==> src/rtl/i2c_cmd_arbiter.sv <==
// Two-requester arbiter for a single I2C phy command port.
// Ownership spans a whole transaction (start .. stop). Read data and errors
// are routed only to the owner, and a watchdog turns a hung transaction into
// a forced stop.
module i2c_cmd_arbiter #(
   parameter int unsigned TIMEOUT = 1000000
) (
   input  logic       CLK,
   input  logic       RST_N,
   input  logic       A_STB,
   input  logic [2:0] A_MODE,
   input  logic [7:0] A_DATA,
   output logic       A_ACK,
   output logic       A_VAL,
   output logic [7:0] A_RDATA,
   output logic       A_ERR,
   input  logic       B_STB,
   input  logic [2:0] B_MODE,
   input  logic [7:0] B_DATA,
   output logic       B_ACK,
   output logic       B_VAL,
   output logic [7:0] B_RDATA,
   output logic       B_ERR,
   output logic       P_STB,
   output logic [2:0] P_MODE,
   output logic [7:0] P_DATA,
   input  logic       P_ACK,
   input  logic       P_VAL,
   input  logic [7:0] P_RDATA,
   input  logic       P_ERR,
   output logic [1:0] GNT,
   output logic       TOUT
);

   typedef enum logic [2:0] {IDLE, OWN_A, OWN_B, ABORT, RELEASE} state_t;

   // Counter value at which the next cycle would reach TIMEOUT.
   localparam logic [31:0] LIMIT = 32'(TIMEOUT - 1);

   state_t      state;
   logic [1:0]  gnt_q;
   logic        last_b;     // 1: B owned the most recent transaction
   logic [31:0] cnt;
   logic        rej_a, rej_b;
   logic        terr_a, terr_b;
   logic        tout_q;

   logic cand_a, cand_b, bad_a, bad_b, fwd_stop, cnt_exp;

   assign cand_a   = A_STB && (A_MODE == 3'd0);
   assign cand_b   = B_STB && (B_MODE == 3'd0);
   assign bad_a    = A_STB && (A_MODE != 3'd0);
   assign bad_b    = B_STB && (B_MODE != 3'd0);
   assign fwd_stop = P_STB && (P_MODE == 3'd7);
   assign cnt_exp  = (cnt == LIMIT);

   // Phy command mux: the owner's command passes straight through; ABORT injects a stop.
   always_comb begin
      P_STB  = 1'b0;
      P_MODE = 3'd0;
      P_DATA = 8'h00;
      case (state)
         OWN_A: begin
            P_STB  = A_STB;
            P_MODE = A_MODE;
            P_DATA = A_DATA;
         end
         OWN_B: begin
            P_STB  = B_STB;
            P_MODE = B_MODE;
            P_DATA = B_DATA;
         end
         ABORT: begin
            P_STB  = 1'b1;
            P_MODE = 3'd7;
            P_DATA = 8'h00;
         end
         default: ;
      endcase
   end

   // Acks reach a requester only while it owns the phy (or as a reject pulse in IDLE).
   assign A_ACK   = rej_a | ((state == OWN_A) & P_ACK);
   assign B_ACK   = rej_b | ((state == OWN_B) & P_ACK);
   assign A_VAL   = gnt_q[0] & P_VAL;
   assign B_VAL   = gnt_q[1] & P_VAL;
   assign A_RDATA = gnt_q[0] ? P_RDATA : 8'h00;
   assign B_RDATA = gnt_q[1] ? P_RDATA : 8'h00;
   assign A_ERR   = rej_a | terr_a | (gnt_q[0] & P_ERR);
   assign B_ERR   = rej_b | terr_b | (gnt_q[1] & P_ERR);
   assign GNT     = gnt_q;
   assign TOUT    = tout_q;

   // Ownership FSM with round-robin tie break, reject pulses and watchdog.
   always_ff @(posedge CLK or negedge RST_N) begin
      if (!RST_N) begin
         state  <= IDLE;
         gnt_q  <= 2'b00;
         last_b <= 1'b1;
         cnt    <= '0;
         rej_a  <= 1'b0;
         rej_b  <= 1'b0;
         terr_a <= 1'b0;
         terr_b <= 1'b0;
         tout_q <= 1'b0;
      end else begin
         rej_a  <= 1'b0;
         rej_b  <= 1'b0;
         terr_a <= 1'b0;
         terr_b <= 1'b0;
         tout_q <= 1'b0;
         case (state)
            IDLE: begin
               // A command other than start is refused once; the requester
               // drops its strobe on the ack so it is not refused twice.
               rej_a <= bad_a && !rej_a;
               rej_b <= bad_b && !rej_b;
               cnt   <= '0;
               if (cand_a && (!cand_b || last_b)) begin
                  state <= OWN_A;
                  gnt_q <= 2'b01;
               end else if (cand_b) begin
                  state <= OWN_B;
                  gnt_q <= 2'b10;
               end
            end
            OWN_A, OWN_B: begin
               // A phy ack beats a coincident watchdog expiry.
               if (P_ACK) begin
                  cnt <= '0;
                  if (fwd_stop) begin
                     state  <= RELEASE;
                     gnt_q  <= 2'b00;
                     last_b <= (state == OWN_B);
                  end
               end else if (cnt_exp) begin
                  state  <= ABORT;
                  cnt    <= '0;
                  tout_q <= 1'b1;
                  terr_a <= (state == OWN_A);
                  terr_b <= (state == OWN_B);
               end else begin
                  cnt <= cnt + 32'd1;
               end
            end
            ABORT: begin
               if (P_ACK || cnt_exp) begin
                  state  <= RELEASE;
                  gnt_q  <= 2'b00;
                  last_b <= gnt_q[1];
                  cnt    <= '0;
                  tout_q <= !P_ACK;
               end else begin
                  cnt <= cnt + 32'd1;
               end
            end
            RELEASE: state <= IDLE;
            default: state <= IDLE;
         endcase
      end
   end

endmodule
==> config.mk <==
export PLATFORM = sky130hd
export DESIGN_NAME = i2c_cmd_arbiter
export DESIGN_NICKNAME = d
export VERILOG_FILES = /design/src/rtl/i2c_cmd_arbiter.sv
export SDC_FILE = /design/constraint.sdc
export NUM_CORES = 1
export LEC_CHECK = 0
export CORE_MARGIN = 2
export CORE_UTILIZATION = 30
export CTS_BUF_LIST = sky130_fd_sc_hd__clkbuf_8 sky130_fd_sc_hd__clkbuf_16
export DETAILED_ROUTE_END_ITERATION = 8
export GPL_ROUTABILITY_DRIVEN = 0
export GPL_TIMING_DRIVEN = 1
export MAX_ROUTING_LAYER = met4
export SLEW_MARGIN = 20
export SYNTH_ARGS = -nofsm -noshare
export SYNTH_HDL_FRONTEND = slang
export SYNTH_SLANG_ARGS = --single-unit
==> constraint.sdc <==
create_clock -name CLK -period 2.3 [get_ports CLK]
set_clock_uncertainty 0.2 [all_clocks]
set_input_delay 0.23 -clock CLK [delete_from_list [all_inputs] [get_ports CLK]]
set_output_delay 0.23 -clock CLK [all_outputs]
set_load 0.01 [all_outputs]
==> impl_metrics.env, run 1 <==
export IMPL_synth_xor_area_share_pct=8.01
export IMPL_synth_area_um2=2630
export IMPL_peakVddDrop_v=0.000371
export IMPL_fin_nets=483
export IMPL_synth_mux_area_share_pct=1.00
export IMPL_antenna_left=0
export IMPL_syn_nets=338
export IMPL_drt_pass1_iter_count=4
export IMPL_ios=74
export IMPL_async_flop_share_pct=100
export IMPL_dpl_hpwl_mm=5.53
export IMPL_drt_initial_drc_count=67
export IMPL_crit_fanout=3
export IMPL_relSlewSlack_pct=62.4
export IMPL_drive_above_1_share_pct=26.0
export IMPL_final_max_slew_viol_count=0
export IMPL_io_buffers=73
export IMPL_synth_area_per_cell_um2=8.75
export IMPL_die_w_um=97.5
export IMPL_worstHoldPathCells=1
export IMPL_power_total_mw=3.98
export IMPL_grt_pass1_vias=2689
export IMPL_synth_cells=300
export IMPL_cts_num_sinks=43
export IMPL_timing_rr_start="cnt[18]"
export IMPL_period_share_pct=108
export IMPL_slowest_stage="o41a_4"
export IMPL_finalHoldViolations=0
export IMPL_max_freq_mhz=404
export IMPL_ys_types=56
export IMPL_core_area_um2=8590
export IMPL_yosys_warnings=0
export IMPL_synth_edff_count=0
export IMPL_synth_top_family_by_area="simple AND/OR/NAND/NOR gates"
export IMPL_grt_total_usage_pct=16.7
export IMPL_cp_depth=7
export IMPL_ys_ff_latch=43
export IMPL_hold_path_startpoint="rej_a"
export IMPL_rr_worst_depth=7
export IMPL_crit_family="compound AO/OA/AOI/OAI gates"
export IMPL_p_per_area_nw_per_um2=924
export IMPL_htree_num_levels=2
export IMPL_synth_compound_area_share_pct=15.8
export IMPL_antenna_found_initial=0
export IMPL_fp_dieH_um=97.5
export IMPL_rrSetupSlack_ns=-0.18
export IMPL_clk_transition_reported_paths_ns=0.08
export IMPL_grt_max_degree=44
export IMPL_grt_pass1_wl_mm=12.9
export IMPL_power_leakage_nw=2.02
export IMPL_dp_cells=529
export IMPL_grt_overflow=0
export IMPL_wl_per_cell_um=14.0
export IMPL_tightest_slew_ns=0.559
export IMPL_regToRegEndpoint="state[1]"
export IMPL_cts_buffers=5
export IMPL_initial_core_util_pct=30.5
export IMPL_status="complete, but fails checks"
export IMPL_root_buffer="clkbuf_8"
export IMPL_postLayoutCoreUtil_pct=50.1
export IMPL_setup_viol=31
export IMPL_cp_start_kind="register"
export IMPL_cts_tree="yes"
export IMPL_cap_violations=0
export IMPL_holdPathEnd="rej_a"
export IMPL_hold_path_class="register to register"
export IMPL_seq_area_frac_synth_pct=41.0
export IMPL_end_kind="register"
export IMPL_arrival_ns=2.46
export IMPL_min_period_ns=2.48
export IMPL_max_stage_delay_ns=0.48
export IMPL_drc=0
export IMPL_synthAdderAreaFrac_pct=0.477
export IMPL_fin_ws_ns=-0.178
export IMPL_area_growth_syn_to_layout_pct=64.0
export IMPL_crit_required_ns=2.29
export IMPL_vias_per_cell=4.80
export IMPL_yosys_most_used_dff="dfrtp_1"
export IMPL_antenna_cells=0
export IMPL_crit_buf_inv=1
export IMPL_totalWireLength_mm=7.78
export IMPL_rsz0062_at_grt="yes"
export IMPL_num_rows=34
export IMPL_clock_latency_ns=0.29
export IMPL_violations="negative setup slack"
export IMPL_final_cells=554
export IMPL_dieArea_um2=9510
export IMPL_path_class="register to register"
export IMPL_clock_path_buffers=2
export IMPL_synthSimpleGateAreaFrac_pct=29.8
export IMPL_finalSetupTns_ns=-2.96
export IMPL_vias=2660
export IMPL_cp_cell_sequence="and2_4 > or4b_4 > o41a_4 > a211oi_4 > buf_4 > o31ai_4 > a32o_1"
## layer usage
metal  up-vias  share of wire (%)  routed length, um  global-route usage (%)
li1       1337                  -                  -                       -
met1      1270                 45               3540                    21.7
met2        51                 50               3900                    27.3
met3         2                4.3                332                    3.24
met4         0               0.18                 14                    3.42
met5         -                  0                  0                       -
## sequential cells by signal, indices dropped and copies added, names as in the netlist
name / count
GNT: 2
rej_b: 1
terr_a: 1
cnt: 32
rej_a: 1
terr_b: 1
TOUT: 1
state: 3
last_b: 1
## per-stage QoR
step	hold slack, ns	instance area (um2)	setup slack (ns)
3_3_place_gp	0.140	3890	-0.181
5_1_grt	0.340	4300	-0.236
3_5_place_dp	0.148	3890	-0.229
2_1_floorplan	-0.266	2630	-0.100
6_report	0.300	4300	-0.178
4_1_cts	0.297	4180	-0.176
## kinds of logic after synthesis
logic type      after synthesis
compound gates               56
mux                           2
flops                        43
buf+inv                      24
fa+ha+maj                     1
xor+xnor                     24
simple gates                150
## cells in the mapped netlist, types with 5 or more instances
cell type	instances	area share (%)
nand3_1	17	3.2
a22oi_1	8	2.3
xnor2_1	11	3.7
nor2_1	47	6.7
nor3_1	5	0.95
o21ai_0	15	2.9
or3_1	5	1.2
xor2_1	13	4.3
inv_1	9	1.3
clkbuf_1	8	1.1
dfrtp_1	42	40
nor4_1	8	1.9
and2_1	20	4.8
nand4_1	6	1.4
a21oi_1	8	1.5
nand2_1	23	3.3
## worst register-to-register path, delay by kind of cell, from the launching register on
| family | cells | cell delay [ns] |
|---|---|---|
| compound gates | 4 | 1.04 |
| buf+inv | 1 | 0.18 |
| flops | 1 | 0.36 |
| simple gates | 2 | 0.61 |
## worst max path at each step
stage | to | startpoint | slack [ns]
2_1_floorplan | last_b | cnt[18] | -0.1
3_3_place_gp | GNT[1] | B_MODE[0] | -0.18
3_5_place_dp | last_b | cnt[20] | -0.23
4_1_cts | last_b | cnt[19] | -0.18
5_1_grt | state[1] | cnt[18] | -0.24
6_report | state[1] | cnt[18] | -0.18
## cell usage in the layout (no fill, tap or decap), drive strengths merged, types with 9 or more instances in the layout
master,instances
xor2,13
and2,21
clkdlybuf4s50,62
dfrtp,42
nand2,24
buf,76
nand3,17
o21ai,16
dlymetal6s2s,9
nor2,47
inv,11
nor4,9
xnor2,11
## power by group
part	internal [mW]	leakage, nW	switching (mW)
registers	0.844	0.585	0.122
clock network	0.430	0.0695	0.261
logic	1.25	1.36	1.07
## cell type report
class / count / area, um2
Clock buffer: 5 / 68.8
Clock inverter: 3 / 63.8
Fill cell: 821 / 4290
Inverter: 10 / 37.5
Multi-Input combinational cell: 235 / 1550
Sequential cell: 43 / 1080
Tap cell: 108 / 135
Timing Repair Buffer: 150 / 1360
## timing repair
action,CTS,global route
setup endpoints to repair,46,44
hold buffers,1,0
endpoints found under the hold margin,42,0
pin swaps,6,2
gates resized for setup,20,19
cloned,2,2
setup buffers,6,6
Power figures use the tool's default switching activity.
==> run 2: changes to the inputs <==
CORE_MARGIN = 5   (was 2)
==> impl_metrics.env, run 2 (synthesis gave the netlist of run 1 again) <==
export IMPL_vias=2711
export IMPL_path_class="register to register"
export IMPL_vias_per_cell=4.85
export IMPL_root_buffer="clkbuf_8"
export IMPL_wl_per_cell_um=14.3
export IMPL_clock_latency_ns=0.30
export IMPL_drt_initial_drc_count=87
export IMPL_antenna_found_initial=0
export IMPL_hold_path_startpoint="rej_a"
export IMPL_grt_max_degree=44
export IMPL_ios=74
export IMPL_worstHoldPathCells=1
export IMPL_max_stage_delay_ns=0.52
export IMPL_fin_nets=488
export IMPL_dieArea_um2=10700
export IMPL_layout_common_cells="buf_4 (74), clkdlybuf4s50_1 (65), nor2_1 (46)"
export IMPL_fill_cells=801
export IMPL_die_w_um=104
export IMPL_cts_num_sinks=43
export IMPL_largest_register_ffs=32
export IMPL_initial_core_util_pct=30.4
export IMPL_arrival_ns=2.47
export IMPL_power_share_switching_pct=37.7
export IMPL_final_max_slew_viol_count=0
export IMPL_end_kind="register"
export IMPL_relSlewSlack_pct=62.7
export IMPL_period_share_pct=108
export IMPL_hold_path_class="register to register"
export IMPL_cts_buffers=5
export IMPL_holdPathEnd="rej_a"
export IMPL_drc=0
export IMPL_grt_busiest_layer="met2"
export IMPL_tightest_slew_ns=0.559
export IMPL_status="complete, but fails checks"
export IMPL_slowest_stage="or4b_4"
export IMPL_pwr_share_comb_pct=61.8
export IMPL_clk_transition_reported_paths_ns=0.08
export IMPL_final_cells=559
export IMPL_timing_rr_start="cnt[16]"
export IMPL_final_common_cell="buf_4"
export IMPL_num_rows=34
export IMPL_postLayoutCoreUtil_pct=49.9
export IMPL_rr_worst_depth=6
export IMPL_power_switching_mw=1.47
export IMPL_area_growth_syn_to_layout_pct=64.1
export IMPL_finalSetupTns_ns=-4.43
export IMPL_p_int_mw=2.44
export IMPL_drt_pass1_iter_count=4
export IMPL_peakVddDrop_v=0.000323
export IMPL_htree_num_levels=2
export IMPL_grt_total_usage_pct=14.7
export IMPL_setup_viol=31
export IMPL_dpl_hpwl_mm=5.84
export IMPL_crit_fanout=3
export IMPL_io_buffers=73
export IMPL_rsz0062_at_grt="yes"
export IMPL_power_frac_clock_pct=13.8
export IMPL_crit_required_ns=2.29
export IMPL_fin_ws_ns=-0.181
export IMPL_finalHoldViolations=0
export IMPL_rrSetupSlack_ns=-0.18
export IMPL_regMostFlops="cnt"
export IMPL_p_per_area_nw_per_um2=907
export IMPL_totalWireLength_mm=8.00
export IMPL_violations="negative setup slack"
export IMPL_use_met3_pct=3.11
export IMPL_cp_cell_sequence="nand2_2 > or4b_4 > o41a_4 > buf_4 > a211oi_4 > mux2_4"
export IMPL_clock_path_buffers=2
export IMPL_hold_slack_ns=0.293
export IMPL_grt_pass1_wl_mm=13.1
export IMPL_grt_pass1_vias=2721
export IMPL_drive_above_1_share_pct=27.1
export IMPL_power_leakage_nw=1.98
export IMPL_core_area_um2=8640
export IMPL_antenna_left=0
export IMPL_pwr_share_seq_pct=24.4
export IMPL_place_ws_ns=-0.244
export IMPL_cp_start_kind="register"
export IMPL_min_period_ns=2.48
export IMPL_fp_dieH_um=104
export IMPL_antenna_cells=0
export IMPL_startpoint="cnt[16]"
export IMPL_dp_cells=531
export IMPL_cap_violations=0
export IMPL_grt_use_met2_pct=24.4
export IMPL_grt_overflow=0
export IMPL_max_freq_mhz=403
export IMPL_regToRegEndpoint="GNT[1]"
export IMPL_cts_tree="yes"
export IMPL_grt_util_met1_pct=18.3
[run 2: routing by layer]
layer | part of all wire, % | vias to the layer above
li1 | - | 1356
met3 | 3.9 | 12
met1 | 46 | 1287
met4 | 1.1 | 0
met2 | 49 | 56
met5 | 0 | -
[run 2: critical path, delay by kind of cell, from the launching register on]
family	cells	cell delay, ns
AO/OA/AOI/OAI	2	0.75
buffers and inverters	1	0.16
flip-flops	1	0.37
multiplexers	1	0.32
AND/OR/NAND/NOR	2	0.59
[run 2: timing repair]
action / CTS / global route
hold buffers: 1 / 0
cloned: 1 / 2
setup endpoints to repair: 46 / 45
pin swaps: 6 / 3
gates resized for setup: 23 / 11
hold endpoints to repair: 42 / 0
setup buffers: 11 / 6
[run 2: worst max path at each step]
stage                     endpoint  slack [ns]  cells past startpoint
final                       GNT[1]       -0.18                      6
after global placement      last_b       -0.17                      6
after global routing        last_b       -0.25                      6
after detailed placement    last_b       -0.24                      7
after CTS                   last_b       -0.19                      6
after floorplan             last_b        -0.1                      6
[run 2: layout make-up]
cell class | count | area (um2) | area share [%]
Multi-Input combinational cell | 235 | 1550 | 35.9
Timing Repair Buffer | 155 | 1400 | 32.6
Sequential cell | 43 | 1080 | 25.1
Inverter | 10 | 37.5 | 0.871
Tap cell | 108 | 135 | 3.14
Clock inverter | 1 | 7.51 | 0.174
Clock buffer | 7 | 96.3 | 2.24
[run 2: power groups by stage]
stage	combinational (mW)	clock (mW)	sequential, mW
after floorplan	1.04	0	0.913
after global placement	1.98	0	0.987
after detailed placement	1.99	0	0.989
after CTS	2.29	0.557	0.977
after global routing	2.60	0.596	0.970
final	2.41	0.539	0.954
[run 2: through the flow]
| stage | cell area, um2 | total power [mW] |
|---|---|---|
| detailed placement | 3910 | 2.98 |
| CTS | 4220 | 3.83 |
| global placement | 3910 | 2.97 |
| finish | 4310 | 3.91 |
| global route | 4310 | 4.16 |
| floorplan | 2630 | 1.95 |
==> run 3: changes to the inputs <==
CORE_UTILIZATION = 43   (was 30)
PLACE_DENSITY = 0.76   (was unset)
==> impl_metrics.env, run 3 (synthesis gave the netlist of run 1 again) <==
export IMPL_min_period_ns=2.37
export IMPL_timing_rr_start="cnt[9]"
export IMPL_grt_max_degree=27
export IMPL_io_buffers=73
export IMPL_finalHoldViolations=0
export IMPL_die_w_um=88.1
export IMPL_drive_above_1_share_pct=25.6
export IMPL_cts_num_sinks=43
export IMPL_area_growth_syn_to_layout_pct=57.6
export IMPL_regMostFlops="cnt"
export IMPL_fin_nets=483
export IMPL_final_max_slew_viol_count=0
export IMPL_grt_total_usage_pct=21.6
export IMPL_final_cells=521
export IMPL_dp_cells=505
export IMPL_wl_per_cell_um=15.2
export IMPL_dieArea_um2=7770
export IMPL_setup_viol=3
export IMPL_period_share_pct=103
export IMPL_end_kind="register"
export IMPL_clock_latency_ns=0.30
export IMPL_p_per_area_nw_per_um2=880
export IMPL_final_common_cell="buf_4"
export IMPL_antenna_left=0
export IMPL_initial_core_util_pct=44.3
export IMPL_grt_pass1_vias=2817
export IMPL_rr_worst_depth=7
export IMPL_largest_register_ffs=32
export IMPL_rsz0062_at_grt="yes"
export IMPL_root_buffer="clkbuf_8"
export IMPL_peakVddDrop_v=0.000545
export IMPL_totalWireLength_mm=7.91
export IMPL_num_rows=28
export IMPL_ios=74
export IMPL_layout_common_cells="buf_4 (75), clkdlybuf4s50_1 (62), nor2_1 (46)"
export IMPL_fp_dieH_um=88.1
export IMPL_crit_required_ns=2.29
export IMPL_antenna_cells=0
export IMPL_drc=0
export IMPL_grt_overflow=0
export IMPL_rrSetupSlack_ns=-0.07
export IMPL_wl_met1_mm=3.31
export IMPL_crit_fanout=3
export IMPL_path_class="register to register"
export IMPL_regToRegEndpoint="state[1]"
export IMPL_relSlewSlack_pct=62.6
export IMPL_violations="negative setup slack"
export IMPL_core_area_um2=5920
export IMPL_antenna_found_initial=0
export IMPL_postLayoutCoreUtil_pct=69.9
export IMPL_cap_violations=0
export IMPL_max_freq_mhz=422
export IMPL_cts_tree="yes"
export IMPL_wl_met2_mm=3.90
export IMPL_power_leakage_nw=1.89
export IMPL_status="complete, but fails checks"
export IMPL_vias_per_cell=5.31
export IMPL_cp_start_kind="register"
export IMPL_htree_num_levels=2
export IMPL_fin_ws_ns=-0.0696
export IMPL_tightest_slew_ns=0.562
export IMPL_fill_cells=475
export IMPL_drt_pass1_iter_count=4
export IMPL_drt_initial_drc_count=178
export IMPL_hold_path_class="input pin to async pin"
export IMPL_top_layer="met4"
export IMPL_dr_wl_met3_um=573
export IMPL_cts_buffers=5
export IMPL_vias=2764
export IMPL_clock_path_buffers=2
export IMPL_hold_slack_ns=0.247
export IMPL_arrival_ns=2.36
export IMPL_grt_pass1_wl_mm=13.1
export IMPL_clk_transition_reported_paths_ns=0.08
export IMPL_dpl_hpwl_mm=5.77
[run 3: worst max path at each step]
| stage | start | end | slack [ns] | cells past startpoint |
|---|---|---|---|---|
| floorplan | cnt[18] | last_b | -0.1 | 6 |
| detailed placement | B_MODE[0] | last_b | -0.20 | 7 |
| CTS | cnt[6] | last_b | -0.13 | 6 |
| global route | cnt[19] | last_b | -0.15 | 6 |
| global placement | A_MODE[0] | last_b | -0.16 | 7 |
| finish | cnt[9] | state[1] | -0.07 | 7 |
[run 3: cell type report]
| class | count | area, um2 | share of cell area [%] |
|---|---|---|---|
| Clock inverter | 1 | 3.75 | 0.0907 |
| Inverter | 10 | 37.5 | 0.907 |
| Timing Repair Buffer | 152 | 1330 | 32.2 |
| Multi-Input combinational cell | 233 | 1490 | 36.1 |
| Sequential cell | 43 | 1080 | 26.1 |
| Clock buffer | 7 | 96.3 | 2.33 |
| Tap cell | 75 | 93.8 | 2.27 |
[run 3: through the flow]
stage                     setup WS [ns]  setup TNS [ns]  cell area, um2  power, mW
after floorplan                  -0.100          -0.129            2630       1.95
after global placement           -0.161          -0.332            3930       2.97
after detailed placement         -0.200          -0.664            3930       3.02
after CTS                        -0.130          -0.208            4090       3.54
after global routing             -0.146           -1.43            4140       3.86
final                           -0.0696          -0.136            4140       3.64
[run 3: timing repair]
action,4_1_cts,5_1_grt
gates resized for setup,15,10
buffers inserted,5,2
setup endpoints to repair,42,36
cloned,0,0
hold buffers,1,0
pin swaps,3,2
hold endpoints to repair,24,0
[run 3: power breakdown]
part           internal, mW  total (mW)  switching, mW
registers             0.843       0.978          0.135
clock network         0.270       0.528          0.258
logic                  1.13        2.14           1.01
[run 3: critical path: stages (launching register included)]
cell and delay, ns:
dfrtp_1 0.38, inv_2 0.05, or4b_4 0.54, o41a_4 0.41
a211oi_4 0.25, buf_4 0.16, o31ai_2 0.05, a32o_1 0.22
[run 3: metal layers]
metal  vias to the layer above  GRT usage, %
met5                         -             -
met4                         0          4.26
met3                        13          3.67
met2                        88          37.5
met1                      1324          26.4
li1                       1339             -
